`config.mk`:
```
export PLATFORM = sky130hd
export DESIGN_NAME = bht_predictor
export DESIGN_NICKNAME = d
export VERILOG_FILES = /design/src/rtl/bht_predictor_pkg.sv /design/src/rtl/bht_predictor_table.sv /design/src/rtl/bht_predictor.sv
export SDC_FILE = /design/constraint.sdc
export NUM_CORES = 1
export LEC_CHECK = 0
export CORE_MARGIN = 2
export CORE_UTILIZATION = 54
export DETAILED_ROUTE_END_ITERATION = 8
export PLACE_DENSITY = 0.81
export SETUP_SLACK_MARGIN = 0.15
export SYNTH_ARGS = -nofsm -noshare
export SYNTH_HDL_FRONTEND = slang
export SYNTH_SLANG_ARGS = --single-unit
```
`constraint.sdc`:
```
create_clock -name clk -period 4.9 [get_ports clk]
set_input_delay 0.98 -clock clk [delete_from_list [all_inputs] [get_ports clk]]
set_output_delay 0.98 -clock clk [all_outputs]
set_load 0.02 [all_outputs]
```
`src/rtl/bht_predictor_pkg.sv`:
```
// Shared fetch-stage constants: RV32I opcodes, branch funct3 codes and BHT defaults.
package bht_predictor_pkg;

  localparam logic [6:0] OPCODE_BRANCH = 7'b1100011;
  localparam logic [6:0] OPCODE_JAL    = 7'b1101111;
  localparam logic [6:0] OPCODE_JALR   = 7'b1100111;

  localparam logic [2:0] FUNCT3_BEQ  = 3'b000;
  localparam logic [2:0] FUNCT3_BNE  = 3'b001;
  localparam logic [2:0] FUNCT3_BLT  = 3'b100;
  localparam logic [2:0] FUNCT3_BGE  = 3'b101;
  localparam logic [2:0] FUNCT3_BLTU = 3'b110;
  localparam logic [2:0] FUNCT3_BGEU = 3'b111;

  localparam logic [1:0] BHT_CNT_SNT = 2'b00;
  localparam logic [1:0] BHT_CNT_WNT = 2'b01;
  localparam logic [1:0] BHT_CNT_WT  = 2'b10;
  localparam logic [1:0] BHT_CNT_ST  = 2'b11;

  localparam int BHT_ENTRIES = 64;

endpackage

```
`src/rtl/bht_predictor_table.sv`:
```
// Array of saturating direction counters with asynchronous reset to weakly-not-taken.
module bht_table
  import bht_predictor_pkg::*;
#(
  parameter int ENTRIES  = BHT_ENTRIES,
  parameter int CNT_BITS = 2,
  localparam int IDX_W   = $clog2(ENTRIES)
) (
  input  logic                clk,
  input  logic                reset_n,
  input  logic [IDX_W-1:0]    rd_idx,
  output logic [CNT_BITS-1:0] rd_cnt,
  input  logic                wr_en,
  input  logic [IDX_W-1:0]    wr_idx,
  input  logic                wr_taken
);

  localparam logic [CNT_BITS-1:0] CNT_WNT = CNT_BITS'((1 << (CNT_BITS - 1)) - 1);
  localparam logic [CNT_BITS-1:0] CNT_MAX = '1;

  logic [CNT_BITS-1:0] cnt_q [ENTRIES];

  always_ff @(posedge clk or negedge reset_n) begin
    if (!reset_n) begin
      for (int i = 0; i < ENTRIES; i++) cnt_q[i] <= CNT_WNT;
    end else if (wr_en) begin
      if (wr_taken && (cnt_q[wr_idx] != CNT_MAX))
        cnt_q[wr_idx] <= cnt_q[wr_idx] + 1'b1;
      else if (!wr_taken && (cnt_q[wr_idx] != '0))
        cnt_q[wr_idx] <= cnt_q[wr_idx] - 1'b1;
    end
  end

  // Read is the registered value: a same-edge write is not forwarded.
  assign rd_cnt = cnt_q[rd_idx];

endmodule

```
`src/rtl/bht_predictor.sv`:
```
// Fetch-stage branch predictor: combinational decode/lookup/target, BHT trained from execute.
module bht_predictor
  import bht_predictor_pkg::*;
#(
  parameter int ENTRIES  = BHT_ENTRIES,
  parameter int CNT_BITS = 2,
  parameter int PERF_W   = 32
) (
  input  logic              clk,
  input  logic              reset_n,
  input  logic [31:0]       instruction_i,
  input  logic [31:0]       pc_i,
  output logic              br_pred_o,
  output logic [31:0]       new_pc_pred_o,
  input  logic              upd_valid_i,
  input  logic [31:0]       upd_pc_i,
  input  logic              upd_taken_i,
  input  logic              miss_pred_i,
  output logic [PERF_W-1:0] miss_count_o
);

  localparam int IDX_W = $clog2(ENTRIES);

  logic [6:0]          opcode;
  logic [2:0]          funct3;
  logic                is_cond;
  logic                is_jal;
  logic [31:0]         imm_b;
  logic [31:0]         imm_j;
  logic [IDX_W-1:0]    rd_idx;
  logic [IDX_W-1:0]    wr_idx;
  logic [CNT_BITS-1:0] rd_cnt;
  logic                cnt_unused;
  logic                upd_pc_unused;

  assign opcode = instruction_i[6:0];
  assign funct3 = instruction_i[14:12];

  always_comb begin
    is_cond = 1'b0;
    if (opcode == OPCODE_BRANCH) begin
      case (funct3)
        FUNCT3_BEQ, FUNCT3_BNE, FUNCT3_BLT,
        FUNCT3_BGE, FUNCT3_BLTU, FUNCT3_BGEU: is_cond = 1'b1;
        default:                              is_cond = 1'b0;
      endcase
    end
  end

  assign is_jal = (opcode == OPCODE_JAL);

  assign imm_b = {{19{instruction_i[31]}}, instruction_i[31], instruction_i[7],
                  instruction_i[30:25], instruction_i[11:8], 1'b0};
  assign imm_j = {{11{instruction_i[31]}}, instruction_i[31], instruction_i[19:12],
                  instruction_i[20], instruction_i[30:21], 1'b0};

  assign rd_idx = pc_i[IDX_W+1:2];
  assign wr_idx = upd_pc_i[IDX_W+1:2];

  // Only the counter MSB and the index bits of the update PC carry meaning here.
  assign cnt_unused    = ^rd_cnt;
  assign upd_pc_unused = ^{upd_pc_i[31:IDX_W+2], upd_pc_i[1:0]};

  bht_table #(
    .ENTRIES  (ENTRIES),
    .CNT_BITS (CNT_BITS)
  ) u_table (
    .clk      (clk),
    .reset_n  (reset_n),
    .rd_idx   (rd_idx),
    .rd_cnt   (rd_cnt),
    .wr_en    (upd_valid_i),
    .wr_idx   (wr_idx),
    .wr_taken (upd_taken_i)
  );

  always_comb begin
    br_pred_o     = 1'b0;
    new_pc_pred_o = pc_i + 32'd4;
    if (is_jal) begin
      br_pred_o     = 1'b1;
      new_pc_pred_o = pc_i + imm_j;
    end else if (is_cond && rd_cnt[CNT_BITS-1]) begin
      br_pred_o     = 1'b1;
      new_pc_pred_o = pc_i + imm_b;
    end
  end

  always_ff @(posedge clk or negedge reset_n) begin
    if (!reset_n)
      miss_count_o <= '0;
    else if (miss_pred_i && (miss_count_o != '1))
      miss_count_o <= miss_count_o + 1'b1;
  end

endmodule

```
== Word-level counts from Yosys, hierarchy flattened ==
Index checks and enable logic that the tools add are counted.

* Bits in registers: 160
* Bits of input ports: 101
* Output and inout port bits: 65
* Word-level logic and storage cells: 114

* Add/subtract/negate cells: 6
* Order comparisons: 3
* Equality and inequality tests: 9
* Mux-type cells: 18
* Bitwise logic cells: 2
* Reduce and logical (&&, ||, !) cells: 11

{| class="wikitable"
|+ Operators by type and width
! kind !! number
|-
| 128-bit bitwise mux || 2
|-
| 128-bit 2-to-1 mux || 2
|-
| 32-bit adder || 2
|-
| 32-bit 2-to-1 mux || 2
|-
| 32-bit by 1-bit adder with 32-bit output (second input constant) || 1
|-
| 32-bit by 3-bit adder with 32-bit output (second input constant) || 1
|-
| 32-bit inequality test (second input constant) || 1
|-
| 2-bit binary-select mux with 6-bit select || 2
|-
| 7-bit equality test (second input constant) || 2
|-
| 7-bit >= comparator (second input constant) || 2
|-
| 6-bit NOT with 7-bit output || 2
|-
| 2-bit demux with 6-bit select || 1
|-
| 3-bit equality test (second input constant) || 4
|-
| 2-bit 2-to-1 mux || 5
|-
| 7-bit by 1-bit < comparator with 1-bit output (second input constant) || 1
|-
| 6-bit OR reduction || 1
|-
| 1-bit logical AND || 5
|-
| 1-bit 2-to-1 mux || 4
|-
| 2-bit nonzero test || 2
|-
| 3-bit by 1-bit equality test with 1-bit output (second input constant) || 1
|-
| 3-bit zero test || 1
|-
| 2-bit by 1-bit adder with 2-bit output (second input constant) || 1
|-
| 2-bit inequality test (second input constant) || 1
|-
| 2-bit AND reduction || 1
|-
| other kinds (2) || 2
|}

== Longest topological paths before layout ==
Gate-level depths: netlist of run 1.

* Depth after elaboration: 8
* Depth in mapped cells: 19
* Gate-level depth less buffers: 15

== Hierarchy ==
Synthesis of run 1 repeated with hierarchy kept, for this count alone.

* Cells, all modules: 1298
* Area, all modules: 12859.8 um^2

{| class="wikitable"
|+ Modules (own cells, without submodules)
! module !! instances !! cells each !! area an instance (um^2) !! seq. area each (um^2)
|-
| bht_table || 1 || 584 || 7563.5 || 3283.1
|-
| bht_predictor || 1 || 714 || 5296.3 || 800.8
|}

== Worst setup path after synthesis of run 1 ==
No wires, ideal clock.

* Kind: input to output
* Start point: in pc_i[2]
* End point: out new_pc_pred_o[31]
* Arrival: 3.730 ns
* Data required time: 3.920 ns
* Path slack: 0.190 ns
* Stages on the path: 13
* Buffers on the path: 2
* Cells stage by stage: buf_6 buf_6 inv_1 fa_1 nand2b_1 a21oi_1 o21ai_2 a2111oi_2 o22a_1 a21oi_1 o21ai_0 xnor2_1 a221oi_1

* Cells in the longest elaborated chain, start to end: 7
* Elaborated cells on any way between the ends: 10
* Those cells by class: add/sub: 3; mux: 5; bitwise: 1; reduce/logical: 1

{| class="wikitable"
|+ RTL lines
! element !! RTL line !! source
|-
| start, declared || bht_predictor.sv:12 || <nowiki>input logic [31:0] pc_i,</nowiki>
|-
| 6-bit NOT with 7-bit output (implied by the code) || bht_predictor_table.sv:35 || <nowiki>assign rd_cnt = cnt_q[rd_idx];</nowiki>
|-
| 2-bit binary-select mux with 6-bit select || bht_predictor_table.sv:35 ||
|-
| 2-bit 2-to-1 mux (implied by the code) (2 in a row) || bht_predictor_table.sv:35 ||
|-
| 1-bit logical AND || bht_predictor.sv:83 || <nowiki>end else if (is_cond && rd_cnt[CNT_BITS-1]) begin</nowiki>
|-
| 32-bit 2-to-1 mux || bht_predictor.sv:83 ||
|-
| 32-bit 2-to-1 mux * || bht_predictor.sv:80 || <nowiki>if (is_jal) begin</nowiki>
|-
| end, declared || bht_predictor.sv:14 || <nowiki>output logic [31:0] new_pc_pred_o,</nowiki>
|}

Every way passes the cells marked *; elsewhere a longest branch is shown, timed or not. The select of a mux whose other input is x is not followed.

== Worst setup path after layout of run 1 ==
* Start point: in pc_i[17]
* End point: out new_pc_pred_o[25]

* Cells in the longest elaborated chain, start to end: 3
* Elaborated cells on any way between the ends: 5
* Those cells by class: add/sub: 3; mux: 2

{| class="wikitable"
|+ RTL lines
! element !! RTL line
|-
| 32-bit by 3-bit adder with 32-bit output / 32-bit adder (equally long branches) || bht_predictor.sv:79, bht_predictor.sv:85
|-
| 32-bit 2-to-1 mux || bht_predictor.sv:83
|-
| 32-bit 2-to-1 mux * || bht_predictor.sv:80
|}

Every way passes the cells marked *; elsewhere a longest branch is shown, timed or not.

==> out/metrics.yaml, run 1 <==
finalMaxSlewViolations: 0
fin_crit_sh_pct: 96.8
cts_sinks: 160
antenna_found_initial: 0
drt-total-wl_um: 40600
synth_flop_cell: "dfrtp_1"
synth-xor-area-share_pct: 6.19
fin_crit_ns: 4.74
finalSetupViolations: 0
die_w_um: 151
synthAdderAreaFrac_pct: 5.41
arrival_ns: 3.76
cts_inserted_buffers: 17
avgSynthCellArea_um2: 9.00
synthesis.area_um2: 11600
async_flop_share_pct: 100
cp.buffers_inverters: 5
wire_per_inst_um: 21.0
root_buffer: "clkbuf_16"
drv_cap: 0
floorplan.rows: 53
num_vias: 12400
die-area_um2: 22700
pin_count: 166
route.detailed.drc: 0
final-hold-violation-count: 0
timing.fmax_mhz: 211
finish.utilization_pct: 77.7
ys_seq_area_share_pct: 35.2
synth-compound-area-share_pct: 22.3
clock_skew_ns: 0.00688
nNetsFinal: 1799
n_antenna_cell: 0
detail_route.iter0.violations: 1172
status: "finished, final reports clean"
cpMostUsedCell: "buf_4"
regArea_um2: 4080
grt-ovfl-total: 0
synth_edf_count: 0
cts_tree: "done"
cpMaxStageDelayCell: "or4b_1"
synth_mux_area_share_pct: 9.79
io_buffers: 137
initial_utilization_pct: 55.0
yosys_warnings: 0
grt_pass1_wl_um: 61900
clkLatencyLatePin_ns: 0.43
yosys.area.top_type: "dfrtp_1"
p_total_uw: 4390
start_kind: "input pin"
area_growth_pct: 41.2
rsz0062_at_grt: "yes"
layout_commonest_cell: "buf_4"
hp-class: "register to register"
synthTopCellsByArea: "dfrtp_1 21%, dfstp_2 14%, mux2_2 6.2%, nand2_1 5.8%, ha_1 5.1%"
cts_buffer_depth: 2
layout_common_cells: "269 x buf_4, 178 x nand2_1, 96 x o21ai_0, 96 x dfrtp_1, 74 x clkdlybuf4s50_1"
synth_simple_gate_area_share_pct: 17.4
htreeDepth: 4
leakage_uw: 0.00720
crit_path_max_incr_delay_ns: 0.52
critical_path_required_ns: 3.92
clk_pin_slew_ns: 0.06
cts_hold_buf: 0
finalWorstSetupSlack_ns: 0.159
gp_congestion: 1.02
ys_ff_latch: 160
crit_chain: "clkdlybuf4s50_1 -> ha_1 -> inv_1 -> or4b_1 -> o211a_1 -> buf_4 -> buf_4 -> o21ai_4 -> nand2b_1 -> a21oi_1 -> nor2_1 -> o211ai_1 -> buf_4"
fillCellCount: 1339
relSlewSlack_pct: 16.1
timing_worst_setup_path_type: "input pin to output port"
detail_route.first_pass.iterations: 5
crit_path_end_kind: "output port"
power-per-cell-area_nw_per_um2: 268
dpl.hpwl_um: 27400
die_h_um: 151
ant_nets: 0
synthDistinctLibCells: 76
fp.coreArea_um2: 21100
cp_top_family: "buffers and inverters"
worst_pin_slew_ns: 1.25
avgViaCountPerCell: 6.39
synth_top_family_by_area: "compound AO/OA/AOI/OAI gates"
grt.total_usage_pct: 34.8
netlist.area_leader.share_pct: 20.7
grt_pass1_vias: 12300
pre_cts_ws_ns: -0.722
grt_max_degree: 104
peakVddDrop_mv: 0.258
synthCells: 1289
layout-drive-gt1-share_pct: 36.2
worst-path-max-fanout: 3
multiInputGateArea_um2: 7700
synth_nets: 1439
-- Yosys cell counts (all sizes together), types with 3 or more instances --
cell / n
nand2b: 13
a211oi: 15
and2: 11
a31o: 4
a221oi: 3
a31oi: 13
and3: 10
dfrtp: 96
mux2: 64
mux2i: 10
a21oi: 61
o22ai: 24
a22oi: 75
nor3: 10
a22o: 6
ha: 47
nand3: 56
xnor2: 48
clkbuf: 50
o31ai: 4
nand4: 35
dfstp: 64
and4: 9
o31a: 3
and3b: 3
o211ai: 8
nor2b: 10
nor2: 60
a21o: 28
o21ai: 120
buf: 24
o41ai: 3
o21a: 6
xor2: 34
a41oi: 3
nor3b: 7
mux4: 14
or3: 6
inv: 25
or2: 4
nand2: 178
-- repair_timing --
action | CTS | global route
endpoints found under the setup margin | 32 | 110
resized for setup | 194 | 107
setup buffers | 21 | 7
pin swaps | 29 | 47
-- cells by family (layout without fill, tap and decap cells) --
family / after synthesis / after routing
buffers and inverters: 99 / 472
xor gates and xnor gates: 82 / 82
muxes: 88 / 88
and+or+nand+nor: 418 / 418
AOI/OAI and AO/OA: 393 / 393
adders and majority gates: 49 / 49
DFF: 160 / 160
-- per-layer routing --
metal,vias to the layer above,GRT usage [%],routed length [um]
met5,-,0,0
met4,0,18.4,2160
met1,5947,42.4,15400
met3,183,5.24,3410
li1,5498,-,-
met2,754,59.6,19600
-- stage by stage --
| step | area [um2] | instances | TNS (ns) | hold slack, ns |
|---|---|---|---|---|
| final | 16400 | 1937 | 0 | 0.478 |
| after detailed placement | 15000 | 1877 | -20.40 | 0.473 |
| after global placement | 15000 | 1877 | -16.68 | 0.461 |
| after CTS | 16000 | 1930 | 0 | 0.482 |
| after floorplan | 11600 | 1289 | 0 | 0.458 |
| after global routing | 16400 | 1937 | 0 | 0.493 |
-- final timing paths --
path,from,to,slack (ns),cells past startpoint
setup / recovery,pc_i[17],new_pc_pred_o[25],0.16,13
hold / removal,register,register,0.48,2
setup reg to reg,u_table.cnt_q[99],u_table.cnt_q[23],1.68,13
hold reg to reg,register,register,0.48,2
max in group asynchronous,reset_n,async pin,3.24,2
min in group asynchronous,reset_n,u_table.cnt_q[39],0.64,1
-- power breakdown --
| part | total [uW] | switching (uW) | internal (uW) |
|---|---|---|---|
| Combinational | 1370 | 734 | 635 |
| Sequential | 1680 | 146 | 1540 |
| Clock | 1340 | 570 | 767 |
-- worst register-to-register path: cells and delay by family (launching register included) --
family / cells / cell delay, ns
adders and majority gates: 1 / 0.19
and+or+nand+nor: 5 / 0.95
buffers and inverters: 2 / 0.24
muxes: 1 / 0.33
AOI/OAI and AO/OA: 4 / 0.99
DFF: 1 / 0.41
-- area by class of cell --
cell class | instances | area share (%)
inverters | 25 | 0.619
clock buffers | 21 | 2.93
flip-flops and latches | 160 | 24.9
clock inverters | 11 | 0.725
well taps | 275 | 2.10
multi-input cells | 1030 | 47.0
repair buffers | 415 | 21.7
Power figures use the tool's default switching activity.
==> run 2, diff against run 1 <==
--- a/config.mk
+++ b/config.mk
@@ -9,7 +9,7 @@
 export CORE_UTILIZATION = 54
 export DETAILED_ROUTE_END_ITERATION = 8
 export PLACE_DENSITY = 0.81
-export SETUP_SLACK_MARGIN = 0.15
+export SETUP_SLACK_MARGIN = 0.5
 export SYNTH_ARGS = -nofsm -noshare
 export SYNTH_HDL_FRONTEND = slang
 export SYNTH_SLANG_ARGS = --single-unit
==> out/metrics.yaml, run 2 (synthesized netlist as in run 1, its figures left out) <==
cpMaxStageDelayCell: "o21ai_0"
crit_path_end_kind: "output port"
clkLatencyLatePin_ns: 0.43
detail_route.iter0.violations: 1360
wire_per_inst_um: 22.2
cts_buffer_depth: 2
layout-drive-gt1-share_pct: 41.1
hp-class: "register to register"
grt-ovfl-total: 0
num_vias: 12900
dpl.hpwl_um: 27400
cp_top_family: "compound AO/OA/AOI/OAI gates"
clk_pin_slew_ns: 0.06
antenna_found_initial: 0
ant_nets: 0
fin_tns_setup_ns: 0
top_layer: "met4"
dp_cells: 1893
cp.buffers_inverters: 7
gp_congestion: 0.950
drt-total-wl_um: 43700
timing_worst_setup_path_type: "input pin to output port"
finalMaxSlewViolations: 0
floorplan.rows: 53
peakVddDrop_mv: 0.376
critical_path_required_ns: 3.92
initial_utilization_pct: 55.0
crit_path_max_incr_delay_ns: 0.55
final-hold-violation-count: 0
layout_common_cells: "281 x buf_4, 176 x nand2_1, 96 x dfrtp_1, 84 x o21ai_0, 71 x a22oi_1"
fp.coreArea_um2: 21100
grt.total_usage_pct: 36.2
detail_route.first_pass.iterations: 6
drv_cap: 0
cpMostUsedCell: "buf_4"
route.detailed.drc: 0
wl_met1_um: 15600
die-area_um2: 22700
finalSetupViolations: 0
status: "finished, final reports clean"
grt_max_degree: 83
area_growth_pct: 47.3
avgViaCountPerCell: 6.55
layout_commonest_cell: "buf_4"
grt_pass1_wl_um: 64500
relSlewSlack_pct: 49.0
die_w_um: 151
fin_crit_ns: 4.77
cts_inserted_buffers: 17
timing.fmax_mhz: 210
rsz0062_at_grt: "yes"
n_antenna_cell: 0
die_h_um: 151
pin_count: 166
htreeDepth: 4
io_buffers: 137
start_kind: "input pin"
power-per-cell-area_nw_per_um2: 265
grt_pass1_vias: 12600
root_buffer: "clkbuf_16"
nNetsFinal: 1828
worst_pin_slew_ns: 0.764
worst-path-max-fanout: 4
dr_wl_met3_um: 4400
crit_chain: "buf_12 -> buf_16 -> buf_8 -> buf_4 -> and2_1 -> a22o_1 -> a211oi_2 -> o31ai_4 -> buf_4 -> o41a_4 -> buf_4 -> o21ai_0 -> a21o_1 -> buf_6"
cts_tree: "done"
final-instance-count-excl-fill: 1966
arrival_ns: 3.79
cts_sinks: 160
leakage_uw: 0.00741
clock_skew_ns: 0.00834
wl_met2_um: 21000
fin_crit_sh_pct: 97.3
==> run 2: area by class of cell <==
cell class / instances / area, um2
timing repair buffer: 443 / 3800
clock inverter: 12 / 148
timing repair inverter: 1 / 11.3
inverter: 25 / 101
clock buffer: 20 / 447
multi-input combinational: 1030 / 8150
tap: 275 / 344
fill: 1164 / 4000
sequential: 160 / 4080
==> run 2: worst min-delay path: stages, from the launching register on <==
cell,delay [ns]
dfstp_2,0.37
nand2_1,0.04
o21ai_0,0.06
==> run 2: power breakdown <==
group / internal, uW / leakage, uW / switching (uW)
clock network: 779 / 0.000286 / 577
registers: 1540 / 0.00197 / 139
logic: 688 / 0.00516 / 802
==> run 2: per-stage QoR <==
step	utilization [%]	setup WS [ns]	hold slack, ns	power [uW]	cell area (um2)
floorplan	-	0.375	0.458	2330	11600
global placement	71.8	-0.789	0.462	2890	15100
detailed placement	71.8	-0.853	0.469	2930	15100
CTS	78.9	0.402	0.478	4400	16600
global route	81.0	0.164	0.500	4700	17100
finish	81.0	0.131	0.477	4520	17100
==> run 2: layer usage <==
metal,up-vias,track usage [%]
met5,-,0
met4,0,17.0
met3,249,6.76
met2,908,62.8
met1,6162,43.4
li1,5556,-
==> run 2: final timing paths <==
path                            depth (start not counted)          startpoint                end  slack [ns]
worst min register to register                          2            register           register        0.48
worst max-delay path                                   14             pc_i[2]   new_pc_pred_o[9]        0.13
max in group asynchronous                               2             reset_n          async pin        3.40
worst max register to register                         14  u_table.cnt_q[111]           register        1.63
min in group asynchronous                               1             reset_n  u_table.cnt_q[13]        0.57
worst min-delay path                                    2            register           register        0.48
==> run 2: what timing repair did <==
item | 4_1_cts | 5_1_grt
buffers inserted | 29 | 10
pin swaps | 73 | 77
endpoints found under the hold margin | 0 | 0
endpoints found under the setup margin | 141 | 132
cloned | 2 | 0
hold buffers | 0 | 0
resized for setup | 364 | 139
==> run 3, diff against run 2 <==
--- a/config.mk
+++ b/config.mk
@@ -9,7 +9,7 @@
 export CORE_UTILIZATION = 54
 export DETAILED_ROUTE_END_ITERATION = 8
 export PLACE_DENSITY = 0.81
-export SETUP_SLACK_MARGIN = 0.5
+export SETUP_SLACK_MARGIN = 0.2
 export SYNTH_ARGS = -nofsm -noshare
 export SYNTH_HDL_FRONTEND = slang
 export SYNTH_SLANG_ARGS = --single-unit
==> constraint.sdc (replaced) <==
create_clock -name clk -period 4.9 [get_ports clk]
set_input_delay 0.98 -clock clk [delete_from_list [all_inputs] [get_ports clk]]
set_output_delay 0.98 -clock clk [all_outputs]
set_load 0.05 [all_outputs]
==> out/metrics.yaml, run 3 (synthesized netlist as in run 1, its figures left out) <==
drv_cap: 0
ant_nets: 0
io_buffers: 137
wire_per_inst_um: 23.3
die_h_um: 151
dp_cells: 1886
cp.buffers_inverters: 5
finalSetupViolations: 0
route.detailed.drc: 0
gp_congestion: 0.943
die_w_um: 151
cpMaxStageDelayCell: "clkdlybuf4s50_1"
num_vias: 13300
fin_crit_ns: 4.75
layout_common_cells: "264 x buf_4, 177 x nand2_1, 96 x dfrtp_1, 93 x o21ai_0, 73 x a22oi_1"
fin_crit_sh_pct: 97.0
finalMaxSlewViolations: 0
clock_skew_ns: 0.00938
grt_max_degree: 109
finalWorstSetupSlack_ns: 0.147
initial_utilization_pct: 55.0
grt.total_usage_pct: 35.5
dpl.hpwl_um: 27100
timing_worst_setup_path_type: "input pin to output port"
cts_inserted_buffers: 17
start_kind: "input pin"
layout_commonest_cell: "buf_4"
htreeDepth: 4
status: "finished, final reports clean"
clkLatencyLatePin_ns: 0.43
cp_top_family: "compound AO/OA/AOI/OAI gates"
grt_pass1_wl_um: 63400
grt-ovfl-total: 0
nNetsFinal: 1814
critical_path_required_ns: 3.92
floorplan.rows: 53
worst-path-max-fanout: 5
final-instance-count-excl-fill: 1952
cts_hold_buf: 0
pin_count: 166
crit_path_end_kind: "output port"
final-hold-violation-count: 0
cts_sinks: 160
crit_chain: "clkdlybuf4s50_1 -> buf_4 -> ha_1 -> buf_4 -> a21o_1 -> a21oi_1 -> o21ai_4 -> buf_4 -> a21oi_1 -> o21ai_0 -> xnor2_1 -> o21ai_2 -> buf_12"
clk_pin_slew_ns: 0.06
die-area_um2: 22700
cpMostUsedCell: "buf_4"
crit_path_max_incr_delay_ns: 0.42
fin_tns_setup_ns: 0
leakage_uw: 0.00745
layout-drive-gt1-share_pct: 38.0
fp.coreArea_um2: 21100
rsz0062_at_grt: "yes"
relSlewSlack_pct: 35.4
detail_route.iter0.violations: 1573
detail_route.first_pass.iterations: 9
cts_tree: "done"
arrival_ns: 3.77
power-per-cell-area_nw_per_um2: 275
root_buffer: "clkbuf_16"
timing.fmax_mhz: 210
n_antenna_cell: 0
grt_pass1_vias: 12700
drt-total-wl_um: 45400
pre_cts_ws_ns: -0.295
peakVddDrop_mv: 0.261
cts_buffer_depth: 2
antenna_found_initial: 0
finish.utilization_pct: 81.0
p_total_uw: 4690
hp-class: "register to register"
worst_pin_slew_ns: 0.969
area_growth_pct: 47.2
avgViaCountPerCell: 6.82
==> run 3: per-stage QoR <==
step,hold WS (ns),instance area [um2]
2_1_floorplan,0.458,11600
3_3_place_gp,0.463,15400
3_5_place_dp,0.470,15400
4_1_cts,0.481,16500
5_1_grt,0.494,17100
6_report,0.482,17100
==> run 3: worst register-to-register path: stages, from the launching register on <==
cell	delay, ns
dfrtp_1	0.42
a22oi_1	0.31
nand4_1	0.21
a22o_1	0.25
a221oi_1	0.24
and4_1	0.28
inv_1	0.06
ha_1	0.18
nor2b_1	0.15
o21a_2	0.24
buf_4	0.18
and2_1	0.22
nand2_1	0.11
buf_4	0.16
nand2_1	0.11
o21ai_0	0.13
==> run 3: repair_timing <==
item,4_1_cts,5_1_grt
buffers inserted,11,19
gates cloned,3,1
pin swaps,34,61
endpoints found under the setup margin,32,46
resized for setup,109,127
==> run 3: path summary, 6_finish.rpt <==
path / from / slack (ns) / depth (start not counted) / endpoint
worst min register to register: register / 0.48 / 2 / register
worst max-delay path: pc_i[18] / 0.15 / 13 / new_pc_pred_o[29]
min in group asynchronous: reset_n / 0.67 / 1 / u_table.cnt_q[119]
worst min-delay path: register / 0.48 / 2 / register
worst max register to register: u_table.cnt_q[99] / 1.54 / 15 / register
max in group asynchronous: reset_n / 3.18 / 2 / async pin
==> run 3: power by group <==
part	internal, uW	switching (uW)	total (uW)
logic	680	890	1570
clock network	883	554	1440
registers	1540	145	1680
total	3100	1590	4690
==> run 3: layer usage <==
layer / part of all wire (%) / vias to the layer above / track usage (%) / wire length (um)
li1: - / 5543 / - / -
met1: 34 / 6218 / 40.8 / 15400
met2: 47 / 1156 / 61.3 / 21600
met3: 11 / 397 / 7.55 / 4980
met4: 7.6 / 0 / 20.1 / 3470
met5: 0 / - / 0 / 0
==> run 3: cell type report <==
class                      instances  area (um2)
timing repair buffer             429        4090
fill                            1130        4000
timing repair inverter             1        8.76
multi-input combinational       1030        7820
clock buffer                      20         457
inverter                          25         101
clock inverter                    12         180
sequential                       160        4080
tap                              275         344
